$ cat src/rtl/uart_frame_pkg.sv
// Shared framing constants for the UART command parser and response framer.
// UART_RSP_CHKSUM_EN adds an XOR checksum byte ahead of the tail.
package uart_frame_pkg;

    localparam logic [7:0] HEAD0_DEF = 8'h55;
    localparam logic [7:0] HEAD1_DEF = 8'hA5;
    localparam logic [7:0] TAIL_DEF  = 8'hF0;

`ifdef UART_RSP_CHKSUM_EN
    localparam int FRAME_BYTES = 23;
`else
    localparam int FRAME_BYTES = 22;
`endif

    localparam logic [4:0] IDX_ADDR_HI   = 5'd2;
    localparam logic [4:0] IDX_ADDR_LO   = 5'd3;
    localparam logic [4:0] IDX_NUM       = 5'd4;
    localparam logic [4:0] IDX_DATA0     = 5'd5;
    localparam logic [4:0] IDX_DATA_LAST = 5'd20;
    localparam logic [4:0] IDX_CHK       = 5'd21;
    localparam logic [4:0] IDX_TAIL      = 5'(FRAME_BYTES - 1);

    typedef logic [2:0] state_t;
    localparam state_t IDLE = 3'd0;
    localparam state_t LOAD = 3'd1;
    localparam state_t SEND = 3'd2;
    localparam state_t WAIT = 3'd3;
    localparam state_t GAP  = 3'd4;

endpackage

$ cat src/rtl/uart_rsp_framer.sv
// Captures one response and streams it byte by byte to the UART TX engine.
// Define UART_RSP_CHKSUM_EN to insert an XOR checksum byte before the tail.
module uart_rsp_framer
    import uart_frame_pkg::*;
#(
    parameter logic [7:0] HEAD0      = HEAD0_DEF,
    parameter logic [7:0] HEAD1      = HEAD1_DEF,
    parameter logic [7:0] TAIL       = TAIL_DEF,
    parameter int         GAP_CYCLES = 0
) (
    input  logic         Clk,
    input  logic         Reset_n,
    input  logic         rsp_valid,
    output logic         rsp_ready,
    input  logic [15:0]  address,
    input  logic [7:0]   num_cmd,
    input  logic [127:0] data,
    output logic [7:0]   tx_data,
    output logic         send_go,
    input  logic         tx_done,
    output logic         busy,
    output logic         frame_done
);

    state_t         state;
    logic [4:0]     idx;
    logic [7:0]     gap_cnt;
    logic [15:0]    addr_q;
    logic [7:0]     num_q;
    logic [127:0]   data_q;
    logic           rdy_en;
    logic [7:0]     cur_byte;
    logic [3:0]     dsel;
    logic           last;
`ifdef UART_RSP_CHKSUM_EN
    logic [7:0]     chk;
`endif

    // rdy_en keeps rsp_ready low through the first edge out of reset
    assign rsp_ready  = (state == IDLE) && rdy_en;
    assign send_go    = (state == SEND);
    assign busy       = (state != IDLE);
    assign last       = (idx == IDX_TAIL);
    assign frame_done = (state == WAIT) && tx_done && last;
    assign dsel       = 4'(IDX_DATA_LAST - idx);

    always_comb begin
        cur_byte = TAIL;
        if (idx == 5'd0)
            cur_byte = HEAD0;
        else if (idx == 5'd1)
            cur_byte = HEAD1;
        else if (idx == IDX_ADDR_HI)
            cur_byte = addr_q[15:8];
        else if (idx == IDX_ADDR_LO)
            cur_byte = addr_q[7:0];
        else if (idx == IDX_NUM)
            cur_byte = num_q;
        else if (idx <= IDX_DATA_LAST)
            cur_byte = data_q[{dsel, 3'b000} +: 8];
`ifdef UART_RSP_CHKSUM_EN
        else if (idx == IDX_CHK)
            cur_byte = chk;
`endif
    end

    always_ff @(posedge Clk or negedge Reset_n) begin
        if (!Reset_n) begin
            state   <= IDLE;
            idx     <= 5'd0;
            gap_cnt <= 8'd0;
            addr_q  <= 16'd0;
            num_q   <= 8'd0;
            data_q  <= 128'd0;
            tx_data <= 8'd0;
            rdy_en  <= 1'b0;
`ifdef UART_RSP_CHKSUM_EN
            chk     <= 8'd0;
`endif
        end else begin
            rdy_en <= 1'b1;
            case (state)
                IDLE: if (rsp_valid && rsp_ready) begin
                    addr_q <= address;
                    num_q  <= num_cmd;
                    data_q <= data;
                    idx    <= 5'd0;
`ifdef UART_RSP_CHKSUM_EN
                    chk    <= 8'd0;
`endif
                    state  <= LOAD;
                end
                LOAD: begin
                    tx_data <= cur_byte;
`ifdef UART_RSP_CHKSUM_EN
                    // checksum is complete by the time idx reaches IDX_CHK
                    if (idx >= IDX_ADDR_HI && idx <= IDX_DATA_LAST)
                        chk <= chk ^ cur_byte;
`endif
                    state <= SEND;
                end
                SEND: state <= WAIT;
                WAIT: if (tx_done) begin
                    if (last) begin
                        state <= IDLE;
                    end else if (GAP_CYCLES == 0) begin
                        idx   <= idx + 5'd1;
                        state <= LOAD;
                    end else begin
                        gap_cnt <= 8'(GAP_CYCLES - 1);
                        state   <= GAP;
                    end
                end
                GAP: begin
                    if (gap_cnt == 8'd0) begin
                        idx   <= idx + 5'd1;
                        state <= LOAD;
                    end else begin
                        gap_cnt <= gap_cnt - 8'd1;
                    end
                end
                default: state <= IDLE;
            endcase
        end
    end

endmodule

$ cat config.mk
export PLATFORM = sky130hd
export DESIGN_NAME = uart_rsp_framer
export DESIGN_NICKNAME = d
export VERILOG_FILES = /design/src/rtl/uart_frame_pkg.sv /design/src/rtl/uart_rsp_framer.sv
export SDC_FILE = /design/constraint.sdc
export NUM_CORES = 1
export LEC_CHECK = 0
export BUFFER_PORTS_ARGS = -buffer_cell sky130_fd_sc_hd__buf_2
export CAP_MARGIN = 40
export CORE_MARGIN = 2
export CORE_UTILIZATION = 59
export DETAILED_ROUTE_END_ITERATION = 12
export HOLD_SLACK_MARGIN = 0.05
export PLACE_DENSITY_LB_ADDON = 0.15
export SYNTH_ARGS = -nofsm -noshare
export SYNTH_HDL_FRONTEND = slang
export SYNTH_SLANG_ARGS = --single-unit
$ cat constraint.sdc
create_clock -name Clk -period 4.15 [get_ports Clk]
set_clock_uncertainty 0.2 [all_clocks]
set_input_delay 0.415 -clock Clk [delete_from_list [all_inputs] [get_ports Clk]]
set_output_delay 0.415 -clock Clk [all_outputs]
set_load 0.02 [all_outputs]
# Yosys cells after proc, flatten, opt, wreduce, memory -nomap -nowiden
# Cells that the tools add are included.
# totals
register_bits	177
latchBits	0
ramBits	0
romBits	0
in_bits	156
output_inout_bits	12
word_cells	56
mem_count	0
# op_classes
n_addsub	3
multipliers	0
div	0
n_lt_le_gt_ge	1
eq_ne	13
shift	1
n_mux	16
bitwise	1
n_reduce_logical	13
# ops
operator	n
variable part select 128 x 8 -> 8 bit	1
two-way mux 8 bit	6
two-way mux 5 bit	4
case mux 3 bit (5 select lines)	1
case mux 5 bit (3 select lines)	1
== test 5 x 2 -> 1 bit (second input constant)	2
two-way mux 3 bit	3
zero test 8 bit	1
subtractor 8 x 1 -> 8 bit (second input constant)	1
== test 3 x 2 -> 1 bit (second input constant)	2
inequality test 2 bit (second input constant)	3
nonzero test 3 bit	2
adder 5 x 1 -> 5 bit (second input constant)	1
== test 5 x 1 -> 1 bit (second input constant)	1
== test 5 x 3 -> 1 bit (second input constant)	1
== test 5 bit (second input constant)	1
<= comparator 5 bit (second input constant)	1
zero test 5 bit	1
AND reduction 5 bit	1
logical AND 1 bit	4
AND reduction 2 bit	2
subtractor 3 x 4 -> 4 bit (first input constant)	1
== test 3 x 1 -> 1 bit (second input constant)	1
== test 3 bit (second input constant)	1
5 further kinds	5

# Depth between registers and ports, before layout
# depth
word_depth	8
mapped_depth	11
depth_no_buf	7

# Worst setup path after synthesis
# OpenSTA, ideal clock, no wires.
# synth_path
kind	register -> register
startpoint	register idx[0]
endpoint	register tx_data[4]
setup_time_ns	0.120
t_arrival_ns	2.143
required_ns	3.830
slack_ns	1.687
path_stages_with_launch	12
path_buffers	4
period_less_slack_ns	2.463
cell_sequence	dfrtp_1 > buf_6 > buf_4 > inv_1 > ha_1 > buf_6 > xor2_4 > buf_6 > mux4_2 > mux2i_1 > nand2_1 > a31o_1
# synth_via
elab_chain_cells	8
word_cells_on_any_way	14
cone_classes	add/sub: 1; order compare: 1; eq/ne: 4; shift: 1; mux: 6; reduce/logical: 1
# synth_lines
element	line_no	rtl
start, declared	uart_rsp_framer.sv:26	logic [4:0] idx;
start signal, assigned	uart_rsp_framer.sv:107	idx <= idx + 5'd1;
start signal, assigned	uart_rsp_framer.sv:116	idx <= idx + 5'd1;
subtractor 3 x 4 -> 4 bit	uart_rsp_framer.sv:45	assign dsel = 4'(IDX_DATA_LAST - idx);
variable part select 128 x 8 -> 8 bit	uart_rsp_framer.sv:60	cur_byte = data_q[{dsel, 3'b000} +: 8];
two-way mux 8 bit	uart_rsp_framer.sv:59	else if (idx <= IDX_DATA_LAST)
two-way mux 8 bit	uart_rsp_framer.sv:57	else if (idx == IDX_NUM)
two-way mux 8 bit	uart_rsp_framer.sv:55	else if (idx == IDX_ADDR_LO)
two-way mux 8 bit	uart_rsp_framer.sv:53	else if (idx == IDX_ADDR_HI)
two-way mux 8 bit	uart_rsp_framer.sv:51	else if (idx == 5'd1)
two-way mux 8 bit (*)	uart_rsp_framer.sv:49	if (idx == 5'd0)
end signal, assigned	uart_rsp_framer.sv:94	tx_data <= cur_byte;
end, declared	uart_rsp_framer.sv:18	output logic [7:0] tx_data,
# Mark *: on every way between the ends. The rest lies on a longest branch, timed or not.
# A chain may end at the register's enable or synchronous reset.

# Worst setup path in the final report
# layout_path
startpoint	register idx[1]
endpoint	register tx_data[6]
# Same word-level chain as after synthesis.

==> run summary <==
Final WS setup - 907 ps
DR DRC count - 0
Hold Crit Endpoint - data_q[63]
Iteration-0 DRC count of the detailed router - 619
IO Port Bufs - 167
CP Class - flop to flop
Max_cap viols - 0
Global-route congestion overflow total - 0
Rel. slew slack - 0.420
Clk_lat worst skew - 430 ps
Max VDD drop - 0.521 mV
Leading area contributor after synthesis - dfrtp_1
Die X - 121 um
Synth Flop Type - dfrtp_1
Die Area - 14700 um^2
Routed Wire Length - 23500 um
Layout cells sized above 1 - 0.425
Register area share after synthesis - 0.517
CTS Buf Count - 17
Worst Hold Path Cells - 2
Pre-CTS setup slack - 1060 ps
Vias in the first global route - 6980
Post-CTS setup buffer count - 0
First-pass iteration count of the detailed router - 8
RSZ-0062 raised after global routing - false
Hold path startpoint - data[63]
Crit path DAT - 3360 ps
Setup TNS - 0 ps
Worst r2r src - idx[1]
Max Clk Rate - 308 MHz
Tightest Hold Check Type - input port to flop
Largest cells by area after synthesis - dfrtp_1 52%, mux2_2 21%, mux4_2 5.5%
Top Ports - 168
Synthesized instance count - 596
Final Power - 7490 uW
NetSw - 2580 uW
R2R cell count - 7
Initial antenna violation count - 1
Final Core Density - 0.832
Share of the synthesized area in the top cell type - 0.517
Crit path launch - idx[1]
WL per Instance - 21.7 um
Rows - 42
FF-to-FF setup slack - 910 ps
TritonCTS Sinks - 168
Worst-path clk slew - 60 ps
Synth async-reset ratio - 1.00
LEAKAGE - 0.00495 uW
Nets - 1060
Combinational Power Share - 0.394
Fin crit period - 3240 ps
GRT Resource Usage Total - 0.334
Final slew viol count - 0
Effective utilization at floorplan - 0.609
Pwr dens - 674 nW/um^2
Syn_area_per_cell - 13.6 um^2
Mapped cell area - 8140 um^2
Data required, critical path - 4270 ps
Seq cells post-synth - 168
Layout area overhead - 36.6%
Core area - 13300 um^2
Status - completed
Placed Cells incl. Taps - 903
Hold Fails Final Rpt - 0
Synthesis warning total - 0
Vias per Instance - 5.82
DP HPWL - 13900 um
Top cells by count, synth - 168 x dfrtp_1, 153 x mux2_2, 34 x nand2_1
Total number of vias - 6306
Sw frac - 0.345
CTS tree - done
Routed Antenna Nets - 0
Tcrit/Tclk final - 0.782
CTS root buf - clkbuf_16
Post-synth EDFFs - 0
Clock Tree Buf Depth - 2
Crit start category - flop
Slew at the pin closest to its max-slew limit - 864 ps
Largest net degree at the start of global routing - 86
Internal power - 4910 uW
Clk network pwr share - 0.207
CTS Hold Bufs - 148
Final cell count without fillers - 1083
Most frequent cell after synthesis - dfrtp_1
GP Congestion - 0.861
Worst-path fanout max - 26
Critical Path End Type - flop
Synth Net Count - 760
Resized cells post-CTS - 0
Count of final setup violators - 0
Distinct cells, synth - 56
FF-to-FF End - tx_data[6]
Die H - 121 um
H-tree levels - 4
Sequential power share - 0.399
First-pass GRT wire length - 36700 um
[flip-flops by register name, summed over array words and instances, names as in the netlist]
name and count:
addr_q 16, data_q 128, idx 5, num_q 8, rdy_en 1, state 2
tx_data 8
[worst max-delay path by stage]
stage	end	slack, ps	cells after the start
floorplan	tx_data[4]	1690	11
global placement	tx_data[6]	1160	7
detailed placement	tx_data[6]	1060	7
CTS	tx_data[6]	960	7
global route	tx_data[6]	730	7
finish	tx_data[6]	910	7
[worst max-delay path, cell delays in order, from the launching register on]
cell     delay (ps)
dfrtp_1         450
inv_1           140
ha_1            610
xor2_4          740
mux4_1          420
mux2i_1         210
nand2_1         120
a31o_1          230
[stage by stage]
step                      instance area (um^2)  hold WS [ps]
final                                    11100          51.9
after floorplan                           8140         -80.6
after detailed placement                  9040           101
after global placement                    9010           279
after CTS                                11100          50.4
after global routing                     11100          44.6
[power groups by stage]
| stage | Sequential (uW) | Clock (uW) | Combinational, uW |
|---|---|---|---|
| global route | 3060 | 1640 | 3180 |
| detailed placement | 2950 | 0 | 2730 |
| CTS | 2930 | 1560 | 2870 |
| global placement | 2910 | 0 | 2630 |
| floorplan | 2760 | 0 | 2140 |
| finish | 2980 | 1550 | 2950 |
[logic make-up (layout without fill, tap and decap cells)]
| logic type | after synthesis | count (layout) | share of synthesized area |
|---|---|---|---|
| other cells | 1 | 2 | 0.000461 |
| flops | 168 | 168 | 0.517 |
| xor+xnor | 4 | 4 | 0.00661 |
| mux | 195 | 195 | 0.306 |
| fa+ha+maj | 8 | 8 | 0.0123 |
| buf+inv | 55 | 365 | 0.0384 |
| simple gates | 91 | 91 | 0.0564 |
| compound gates | 74 | 74 | 0.0628 |
[layer usage]
layer | part of all wire | global-route usage
met1 | 0.36 | 0.384
met2 | 0.53 | 0.592
met3 | 0.065 | 0.0775
met4 | 0.042 | 0.152
met5 | 0 | 0
[placed cells by master (no fill, tap or decap), types with 7 or more instances in the layout]
cell type      netlist  routed
a21oi_1             15      15
a31oi_1              7       7
buf_2               21     166
clkbuf_16            0      17
dfrtp_1            168     167
dlygate4sd3_1        0     150
ha_1                 8       8
inv_1               12      12
mux2_2             153     153
mux2i_1             16      16
mux4_2              20      20
nand2_1             34      34
nand3_1              9       8
nor2_1              20      20
o21ai_0             12      12
o22ai_1              8       8
[area by class of cell]
class | count | area [um^2]
diodes | 1 | 2.50
clock buffers | 19 | 443
clock inverters | 10 | 123
fillers | 698 | 2240
inverters | 12 | 45.0
multi-input cells | 373 | 3630
flip-flops and latches | 168 | 4210
well taps | 176 | 220
repair buffers | 324 | 2440
Power figures use the tool's default switching activity.
